`src/rtl/i2c_state_ctrl_pkg.sv`:
```
// -----------------------------------------------------------------------------
// i2c_state_ctrl_pkg
// Shared definitions for the I2C EEPROM master sequencer and its byte datapath:
// bus state codes, ACK/NACK levels, status levels, default slot lengths and a
// helper that maps a state to the last timer value of its slot.
// -----------------------------------------------------------------------------
package i2c_state_ctrl_pkg;

   typedef enum logic [2:0] {
      ST_IDLE      = 3'b000,
      ST_START     = 3'b001,
      ST_CHIP_ADDR = 3'b010,
      ST_REG_ADDR  = 3'b011,
      ST_DATA_SEND = 3'b100,
      ST_DATA_RCV  = 3'b101,
      ST_STOP      = 3'b110,
      ST_ILLEGAL   = 3'b111
   } state_t;

   // Default slot lengths in clocks (timer runs 0..N-1)
   localparam int START_CYCLES_DEF = 40;
   localparam int BYTE_CYCLES_DEF  = 225;
   localparam int STOP_CYCLES_DEF  = 40;

   // NACK-triggered restarts allowed before the error flag is raised
   localparam logic [1:0] RETRY_MAX = 2'd3;

   localparam logic ACK_YES              = 1'b0;
   localparam logic ACK_NO               = 1'b1;
   localparam logic DATA_RS_DONE         = 1'b0;
   localparam logic READ_SETTING_DONE    = 1'b1;
   localparam logic READ_SETTING_NOTDONE = 1'b0;
   localparam logic ERR_YES              = 1'b1;
   localparam logic ERR_NO               = 1'b0;

   // Last timer value of the slot belonging to a state; Idle/illegal hold 0
   function automatic logic [7:0] slot_last(input state_t st, input int start_n,
                                            input int byte_n, input int stop_n);
      logic [7:0] last;
      case (st)
         ST_START:     last = 8'(start_n - 1);
         ST_CHIP_ADDR,
         ST_REG_ADDR,
         ST_DATA_SEND,
         ST_DATA_RCV:  last = 8'(byte_n - 1);
         ST_STOP:      last = 8'(stop_n - 1);
         default:      last = 8'd0;
      endcase
      return last;
   endfunction

endpackage

```
`src/rtl/i2c_state_ctrl_timer.sv`:
```
// -----------------------------------------------------------------------------
// i2c_state_ctrl_timer
// Per-slot clock counter for the I2C sequencer.
//   i_clk10MHz  in  system clock
//   i_RST_n     in  asynchronous active-low reset
//   i_Clear     in  synchronous clear (slot end or idle)
//   i_Last      in  last count value of the current slot (N-1)
//   o_Count     out current count, 0..N-1
//   o_Terminal  out high while o_Count == i_Last
// -----------------------------------------------------------------------------
module i2c_state_ctrl_timer (
   input  logic       i_clk10MHz,
   input  logic       i_RST_n,
   input  logic       i_Clear,
   input  logic [7:0] i_Last,
   output logic [7:0] o_Count,
   output logic       o_Terminal
);

   logic [7:0] count_r;

   // Slot counter: restarts from 0 whenever the sequencer ends a slot
   always_ff @(posedge i_clk10MHz or negedge i_RST_n) begin
      if (!i_RST_n) begin
         count_r <= 8'd0;
      end else if (i_Clear) begin
         count_r <= 8'd0;
      end else begin
         count_r <= count_r + 8'd1;
      end
   end

   assign o_Count    = count_r;
   assign o_Terminal = (count_r == i_Last);

endmodule

```
`src/rtl/i2c_state_ctrl.sv`:
```
// -----------------------------------------------------------------------------
// i2c_state_ctrl
// Transaction sequencer for the I2C EEPROM master. Emits the bus state and the
// per-slot clock timer that the byte datapath decodes into SCL/SDA, and uses
// the datapath's ACK sample and byte status to choose the next state.
// Handles the repeated start of reads, NACK retries and host status.
//   i_clk10MHz          in  system clock (10 MHz)
//   i_RST_n             in  asynchronous active-low reset
//   i_Enable            in  start request, sampled in Idle
//   i_R_W               in  1=read 0=write, latched on Idle->Start
//   i_ACK_value         in  datapath ACK sample (0=ACK 1=NACK)
//   i_Num_Remain        in  datapath byte status (0=last byte done)
//   o_Current_State     out bus state code
//   o_Clock_Timer       out clock count within the current slot
//   o_Read_Setting_Flag out address pointer set, second chip-address phase
//   o_R_W               out latched direction
//   o_Busy              out high outside Idle
//   o_Done              out one-cycle pulse on successful completion
//   o_Err_Flag          out sticky retry-exhausted flag
// -----------------------------------------------------------------------------
module i2c_state_ctrl
   import i2c_state_ctrl_pkg::*;
#(
   parameter int START_CYCLES = START_CYCLES_DEF,
   parameter int BYTE_CYCLES  = BYTE_CYCLES_DEF,
   parameter int STOP_CYCLES  = STOP_CYCLES_DEF
) (
   input  logic       i_clk10MHz,
   input  logic       i_RST_n,
   input  logic       i_Enable,
   input  logic       i_R_W,
   input  logic       i_ACK_value,
   input  logic       i_Num_Remain,
   output logic [2:0] o_Current_State,
   output logic [7:0] o_Clock_Timer,
   output logic       o_Read_Setting_Flag,
   output logic       o_R_W,
   output logic       o_Busy,
   output logic       o_Done,
   output logic       o_Err_Flag
);

   state_t     state_r;
   logic [1:0] retry_cnt_r;
   logic       stop_retry_r;   // current Stop was entered because of a NACK
   logic [7:0] slot_last_s;
   logic       timer_end_s;
   logic       timer_clear_s;

   // Slot length and timer clear for the current state
   always_comb begin
      slot_last_s   = slot_last(state_r, START_CYCLES, BYTE_CYCLES, STOP_CYCLES);
      timer_clear_s = (state_r == ST_IDLE) || (state_r == ST_ILLEGAL) || timer_end_s;
   end

   i2c_state_ctrl_timer u_timer (
      .i_clk10MHz (i_clk10MHz),
      .i_RST_n    (i_RST_n),
      .i_Clear    (timer_clear_s),
      .i_Last     (slot_last_s),
      .o_Count    (o_Clock_Timer),
      .o_Terminal (timer_end_s)
   );

   // Sequencer: every decision outside Idle is taken on the last clock of a slot
   always_ff @(posedge i_clk10MHz or negedge i_RST_n) begin
      if (!i_RST_n) begin
         state_r             <= ST_IDLE;
         retry_cnt_r         <= 2'd0;
         stop_retry_r        <= 1'b0;
         o_Read_Setting_Flag <= READ_SETTING_NOTDONE;
         o_R_W               <= 1'b0;
         o_Busy              <= 1'b0;
         o_Done              <= 1'b0;
         o_Err_Flag          <= ERR_NO;
      end else begin
         o_Done <= 1'b0;
         case (state_r)
            ST_IDLE: begin
               if (i_Enable) begin
                  state_r             <= ST_START;
                  o_R_W               <= i_R_W;
                  o_Read_Setting_Flag <= READ_SETTING_NOTDONE;
                  retry_cnt_r         <= 2'd0;
                  stop_retry_r        <= 1'b0;
                  o_Err_Flag          <= ERR_NO;
                  o_Busy              <= 1'b1;
               end else begin
                  o_Busy <= 1'b0;
               end
            end
            ST_START: begin
               if (timer_end_s) begin
                  state_r <= ST_CHIP_ADDR;
               end
            end
            ST_CHIP_ADDR: begin
               if (timer_end_s) begin
                  if (i_ACK_value == ACK_NO) begin
                     state_r      <= ST_STOP;
                     stop_retry_r <= 1'b1;
                  end else if (o_Read_Setting_Flag == READ_SETTING_DONE) begin
                     state_r <= ST_DATA_RCV;
                  end else begin
                     state_r <= ST_REG_ADDR;
                  end
               end
            end
            ST_REG_ADDR: begin
               if (timer_end_s) begin
                  if (i_ACK_value == ACK_NO) begin
                     state_r      <= ST_STOP;
                     stop_retry_r <= 1'b1;
                  end else if (!o_R_W) begin
                     state_r <= ST_DATA_SEND;
                  end else begin
                     // Address pointer is set: repeated start for the read phase
                     o_Read_Setting_Flag <= READ_SETTING_DONE;
                     state_r             <= ST_START;
                  end
               end
            end
            ST_DATA_SEND: begin
               if (timer_end_s) begin
                  if (i_ACK_value == ACK_NO) begin
                     state_r      <= ST_STOP;
                     stop_retry_r <= 1'b1;
                  end else if (i_Num_Remain == DATA_RS_DONE) begin
                     state_r      <= ST_STOP;
                     stop_retry_r <= 1'b0;
                  end else begin
                     state_r <= ST_DATA_SEND;
                  end
               end
            end
            ST_DATA_RCV: begin
               // Master drives the ACK bit here, so the sampled value is ignored
               if (timer_end_s && (i_Num_Remain == DATA_RS_DONE)) begin
                  state_r      <= ST_STOP;
                  stop_retry_r <= 1'b0;
               end
            end
            ST_STOP: begin
               if (timer_end_s) begin
                  if (!stop_retry_r) begin
                     state_r <= ST_IDLE;
                     o_Done  <= 1'b1;
                     o_Busy  <= 1'b0;
                  end else if (retry_cnt_r < RETRY_MAX) begin
                     retry_cnt_r         <= retry_cnt_r + 2'd1;
                     o_Read_Setting_Flag <= READ_SETTING_NOTDONE;
                     stop_retry_r        <= 1'b0;
                     state_r             <= ST_START;
                  end else begin
                     state_r    <= ST_IDLE;
                     o_Err_Flag <= ERR_YES;
                     o_Busy     <= 1'b0;
                  end
               end
            end
            default: begin
               state_r <= ST_IDLE;
               o_Busy  <= 1'b0;
            end
         endcase
      end
   end

   assign o_Current_State = state_r;

endmodule

```
`config.mk`:
```
export PLATFORM = sky130hd
export DESIGN_NAME = i2c_state_ctrl
export DESIGN_NICKNAME = d
export VERILOG_FILES = /design/src/rtl/i2c_state_ctrl_pkg.sv /design/src/rtl/i2c_state_ctrl_timer.sv /design/src/rtl/i2c_state_ctrl.sv
export SDC_FILE = /design/constraint.sdc
export NUM_CORES = 1
export LEC_CHECK = 0
export CELL_PAD_IN_SITES_DETAIL_PLACEMENT = 0
export CELL_PAD_IN_SITES_GLOBAL_PLACEMENT = 2
export CORE_MARGIN = 2
export CORE_UTILIZATION = 30
export CTS_BUF_LIST = sky130_fd_sc_hd__clkbuf_8
export DETAILED_ROUTE_END_ITERATION = 10
export PLACE_DENSITY = 0.83
export RECOVER_POWER = 100
export SYNTH_ARGS = -nofsm -noshare
export SYNTH_HDL_FRONTEND = slang
export SYNTH_HIERARCHICAL = 1
export SYNTH_SLANG_ARGS = --single-unit
export TNS_END_PERCENT = 30
```
`constraint.sdc`:
```
create_clock -name i_clk10MHz -period 3 [get_ports i_clk10MHz]
set_input_delay 0.6 -clock i_clk10MHz [delete_from_list [all_inputs] [get_ports i_clk10MHz]]
set_output_delay 0.6 -clock i_clk10MHz [all_outputs]
set_load 0.02 [all_outputs]
```
# Yosys cells after proc, flatten, opt, wreduce, memory -nomap -nowiden
# Index checks and enable logic that the tools add are counted.
[classes]
addsub = 2
order_cmp = 1
eq_ne = 24
muxes = 53
bitwise_logic = 2
n_reduce_logical = 18
[ops]
columns = ["op", "count"]
rows = [
  ["3-bit 2-to-1 mux", 11],
  ["1-bit 2-to-1 mux", 28],
  ["2-bit inequality test, second input constant", 12],
  ["3-bit case mux with 7 select lines", 1],
  ["8-bit case mux with 2 select lines", 1],
  ["8-bit AND reduction", 2],
  ["3-bit == test, second input constant", 4],
  ["2-bit 2-to-1 mux", 6],
  ["5-bit AND reduction", 2],
  ["8-bit by 1-bit adder with 8-bit output, second input constant", 1],
  ["8-bit == test", 1],
  ["8-bit 2-to-1 mux", 1],
  ["7-bit AND reduction", 1],
  ["3-bit by 2-bit == test with 1-bit output, second input constant", 2],
  ["3-bit inequality test, second input constant", 2],
  ["1-bit case mux with 3 select lines", 2],
  ["1-bit case mux with 5 select lines", 1],
  ["5-bit nonzero test", 1],
  ["5-bit OR reduction", 1],
  ["2-bit by 1-bit inequality test with 1-bit output, second input constant", 2],
  ["2-bit case mux with 2 select lines", 1],
  ["2-bit OR reduction", 2],
  ["4-bit OR reduction", 1],
  ["3-bit by 1-bit == test with 1-bit output, second input constant", 1],
  ["11 further kinds", 13],
]
[totals]
reg_bits = 19
input_bits = 6
out_inout_bits = 16
word_cells = 109

# Depth between registers and ports, before layout
[logic_depth]
word_depth = 7
depth_mapped = 14
depth_no_buf = 11

# Cells and area by module
# The synthesis kept the hierarchy.
[modules_own_cells]
columns = ["module", "n_inst", "cells_each", "area_per_inst_um2", "seq_area_each_um2"]
rows = [
  ["i2c_state_ctrl", 1, 98, 885.8, 275.3],
  ["i2c_state_ctrl_timer", 1, 46, 446.7, 200.2],
]

# Worst setup path after synthesis
# No wires, ideal clock.
[synth_path]
path_kind = "reg-to-reg"
from = "register state_r[2], in the netlist o_Current_State[2]"
to = "register stop_retry_r"
setup_ns = 0.125
t_arrival_ns = 2.649
required_time_ns = 2.875
setup_slack_ns = 0.226
path_stages_with_launch = 15
path_buffers = 3
synth_period_minus_slack_ns = 2.774
cell_sequence = "dfrtp_1 buf_6 buf_4 inv_1 ha_1 inv_1 or2_2 xnor2_1 nand4_1 nor2_1 buf_2 nor2_1 a21oi_2 o221ai_2 mux2_4"
[synth_between]
elab_chain_len = 7
elab_cells_between_ends = 23
cone_classes = "eq/ne: 14; mux: 2; reduce/logical: 7"
[synth_lines]
columns = ["element", "line_no", "source"]
rows = [
  ["start: declaration", "i2c_state_ctrl.sv:43", "state_t state_r;"],
  ["start signal: assignment", "i2c_state_ctrl.sv:68", "state_r <= ST_IDLE;"],
  ["start signal: assignment", "i2c_state_ctrl.sv:81", "state_r <= ST_START;"],
  ["start signal: assignment", "i2c_state_ctrl.sv:94", "state_r <= ST_CHIP_ADDR;"],
  ["3-bit == test, or another cell as far along", "i2c_state_ctrl_pkg.sv:40", "case (st)"],
  ["4-bit OR reduction or 2-bit OR reduction (tied branches)", "--", ""],
  ["8-bit case mux with 2 select lines *", "i2c_state_ctrl_pkg.sv:40", ""],
  ["net slot_last_s[6]", "i2c_state_ctrl.sv:46", "logic [7:0] slot_last_s;"],
  ["8-bit == test *", "i2c_state_ctrl_timer.sv:34", "assign o_Terminal = (count_r == i_Last);"],
  ["net timer_end_s", "i2c_state_ctrl.sv:47", "logic timer_end_s;"],
  ["1-bit logical AND", "i2c_state_ctrl.sv:138", "if (timer_end_s && (i_Num_Remain == DATA_RS_DONE)) begin"],
  ["2-bit inequality test (no source line)", "--", ""],
  ["8-bit AND reduction (no source line) *", "--", ""],
  ["end signal: assignment", "i2c_state_ctrl.sv:130", "stop_retry_r <= 1'b0;"],
  ["end signal: assignment", "i2c_state_ctrl.sv:140", "stop_retry_r <= 1'b0;"],
  ["end signal: assignment", "i2c_state_ctrl.sv:152", "stop_retry_r <= 1'b0;"],
  ["end: declaration", "i2c_state_ctrl.sv:45", "logic stop_retry_r;"],
]
# The timed path passes the listed nets; every way through them passes the cells marked *.
# A chain may end at the register's enable or synchronous reset.

# Final worst setup path
[layout_path]
from = "register state_r[1], in the netlist o_Current_State[1]"
to = "register stop_retry_r"
# Same word-level chain as after synthesis.

==> results_dict.tcl <==
set metrics [dict create \
    grt_pass1_wl_mm 5.18 \
    synth_area_per_cell_sq_um 9.25 \
    met1_length_mm 1.39 \
    pwr-share-clk_pct 13.2 \
    overflow 0 \
    cts_tree "built" \
    synth.distinct_cells 47 \
    dieArea_sq_mm 0.00499 \
    antennaDiodeCount 0 \
    vias 1107 \
    ys_seq_area_share_pct 35.7 \
    regToRegSetupSlack_ns 0.28 \
    max-cap-violations 0 \
    rows 24 \
    r2r_cells 11 \
    p_sw_share_pct 43.8 \
    synth_warnings 6 \
    synth_edf_count 0 \
    grt_pass1_vias 1065 \
    internal-power_mw 0.737 \
    final_nets 175 \
    worst_pin_slew_ns 0.860 \
    antenna_found_initial 0 \
    timing.final.crit_share_pct 90.6 \
    combPwrFrac_pct 52.2 \
    cts_max_level 1 \
    placed_cells 213 \
    ios 22 \
    worstPathRequired_ns 3.13 \
    seqPwrFrac_pct 34.6 \
    port_buffers 21 \
    cts_sinks 19 \
    dr_wl_met2_mm 1.45 \
    cts_max_path_buffers 2 \
    wirelength_mm 3.02 \
    grt_max_degree 26 \
    min_path_type "flip-flop to flip-flop" \
    finalSetupTns_ns 0 \
    ant_nets 0 \
    cts_setup_buffers 0 \
    status "complete, no violations" \
    crit_start "o_Current_State[1]" \
    p_per_area_mw_per_mm2 816 \
    r2r_end "stop_retry_r" \
    critPathKind "flip-flop to flip-flop" \
    dp_hpwl_mm 2.24 \
    drtIter0Drc 83 \
    yosys.area.top_type "dfrtp_1" \
    synth_ff_type "dfrtp_1" \
    path_clk_slew_ns 0.07 \
    hold_viol_final 0 \
    min_period_ns 2.72 \
    grtUsageTotal_pct 13.0 \
    final_cells 217 \
    synth_area_leaders "dfrtp_1 (36%), xnor2_1 (5.9%), o21ai_0 (4.1%)" \
    p_total_mw 1.31 \
    startpoint_type "flip-flop" \
    synthCells 144 \
    r2r-start "o_Current_State[1]" \
    vdd_drop_max_v 0.000452 \
    cts_made_buffers 3 \
    synth-seq-cells 19 \
    slew_headroom_pct 42.5 \
    final_area_sq_mm 0.00161 \
    slew_viol_final 0 \
    hp-start "retry_cnt_r[0]" \
    cellLeakagePower_nw 0.681 \
    setup_violations 0 \
    top_layer "met4" \
    wl_met3_um 124 \
    die_w_um 70.6 \
    die_h_um 70.6 \
    drc_errors 0 \
    placed_area_sq_mm 0.00158 \
    path_max_fanout 12 \
    worst-endpoint-arrival_ns 2.85 \
    skew_ns 0.00105 \
    end_kind "flip-flop" \
    drive_gt1_share_pct 11.5 \
    synthArstFlopShare_pct 100 \
    cts_hold_buf 0 \
    clk_latency_ns 0.25 \
    clockRootBuffer "clkbuf_8" \
    initial_core_util_pct 30.8 \
    cts-resized-gates 0 \
    yosysTopAreaCellShare_pct 35.7 \
    p_switching_mw 0.573 \
    core_area_sq_mm 0.00432 \
    max_freq_mhz 368 \
    avgViaCountPerCell 5.10 \
    grt_setup_unrepaired "no" \
    pre_cts_ws_ns 0.351 \
    netlist_area_sq_mm 0.00133 \
    fillers 458 \
    wl_per_cell_um 13.9 \
    gp_congestion 0.785 \
    first_pass_iters 4 \
    crit_path_end "stop_retry_r" \
    setup_ws_ns 0.282 \
    syn_to_final_growth_pct 20.6 \
]
## worst min path at each step
stage,to,depth (start not counted)
2_1_floorplan,o_Busy,0
3_3_place_gp,retry_cnt_r[0],1
3_5_place_dp,retry_cnt_r[0],1
4_1_cts,retry_cnt_r[0],1
5_1_grt,retry_cnt_r[0],1
6_report,retry_cnt_r[0],1
## area by class of cell
type,instances,area [sq um],area share [%]
clock inverters,1,5.00,0.312
repair buffers,25,236,14.7
inverters,6,22.5,1.40
flip-flops and latches,19,475,29.6
multi-input cells,111,761,47.4
well taps,52,65.1,4.05
clock buffers,3,41.3,2.57
## per-stage QoR
| stage | util [%] | hold WS (ns) |
|---|---|---|
| after floorplan | - | 0.304 |
| after global placement | 36.4 | 0.466 |
| after detailed placement | 36.4 | 0.476 |
| after CTS | 37.5 | 0.486 |
| after global routing | 37.2 | 0.517 |
| final | 37.2 | 0.481 |
## cells by family (layout without fill, tap and decap cells)
family | after synthesis | in the layout | share of synthesized area, %
muxes | 4 | 4 | 3.57
other | 1 | 2 | 0.281
buffers and inverters | 15 | 35 | 6.67
DFF | 19 | 19 | 35.7
AOI/OAI and AO/OA | 36 | 36 | 19.6
and+or+nand+nor | 55 | 55 | 24.1
adders and majority gates | 3 | 3 | 2.82
xor gates and xnor gates | 11 | 11 | 7.23
## cells in the mapped netlist, types with 2 or more instances
library cell	n
dfrtp_1	19
nor2_1	13
o21ai_0	11
a21oi_1	10
nand2_1	9
xnor2_1	9
inv_1	6
nand3_1	5
nand4_1	4
and2b_1	3
buf_6	3
ha_1	3
nand2b_1	3
nor2b_1	3
or3_1	3
a21oi_2	2
a31oi_1	2
buf_2	2
buf_4	2
clkbuf_1	2
mux2_2	2
nor3_1	2
xor2_1	2
## power by group through the flow
stage	clock, mW	sequential, mW	combinational [mW]
after floorplan	0	0.511	0.452
after global placement	0	0.458	0.722
after detailed placement	0	0.465	0.728
after CTS	0.182	0.462	0.730
after global routing	0.195	0.471	0.754
final	0.173	0.454	0.683
## worst max-delay path, stage by stage, from the launching register on
cell and delay [ns]:
dfrtp_1 0.47, and2_4 0.21, mux2_1 0.36, or2_2 0.31
xnor2_1 0.14, nand4_1 0.09, nor2_1 0.11, buf_4 0.18
inv_1 0.12, a21oi_1 0.16, o221ai_2 0.12, mux2_1 0.32
## flip-flops by register name, indices dropped and copies added, names as in the netlist
| signal | count |
|---|---|
| o_Done | 1 |
| o_Read_Setting_Flag | 1 |
| o_R_W | 1 |
| stop_retry_r | 1 |
| o_Err_Flag | 1 |
| retry_cnt_r | 2 |
| o_Current_State | 3 |
| o_Busy | 1 |
| u_timer/o_Count | 8 |
## cell usage in the layout (no fill, tap or decap), drive strengths merged, types with 2 or more instances in the layout
cell | Yosys | routed
and2b | 3 | 3
buf | 7 | 3
dlygate4sd3 | 0 | 17
nand4 | 5 | 5
a31oi | 2 | 2
nor2 | 13 | 13
dfrtp | 19 | 19
ha | 3 | 3
xnor2 | 9 | 9
o21ai | 12 | 12
nor3 | 2 | 2
or3 | 3 | 3
mux2 | 3 | 3
nand2b | 3 | 3
inv | 6 | 6
clkbuf | 2 | 4
xor2 | 2 | 2
clkdlybuf4s50 | 0 | 4
a21oi | 12 | 12
conb | 1 | 2
nor2b | 4 | 4
nand2 | 10 | 10
nand3 | 5 | 5
## per-layer routing
metal	track usage, %	vias up
met5	0	-
met4	5.24	0
met3	2.56	4
met2	20.5	21
met1	17.7	538
li1	-	544
No activity file was read; power rests on OpenSTA's default activity.
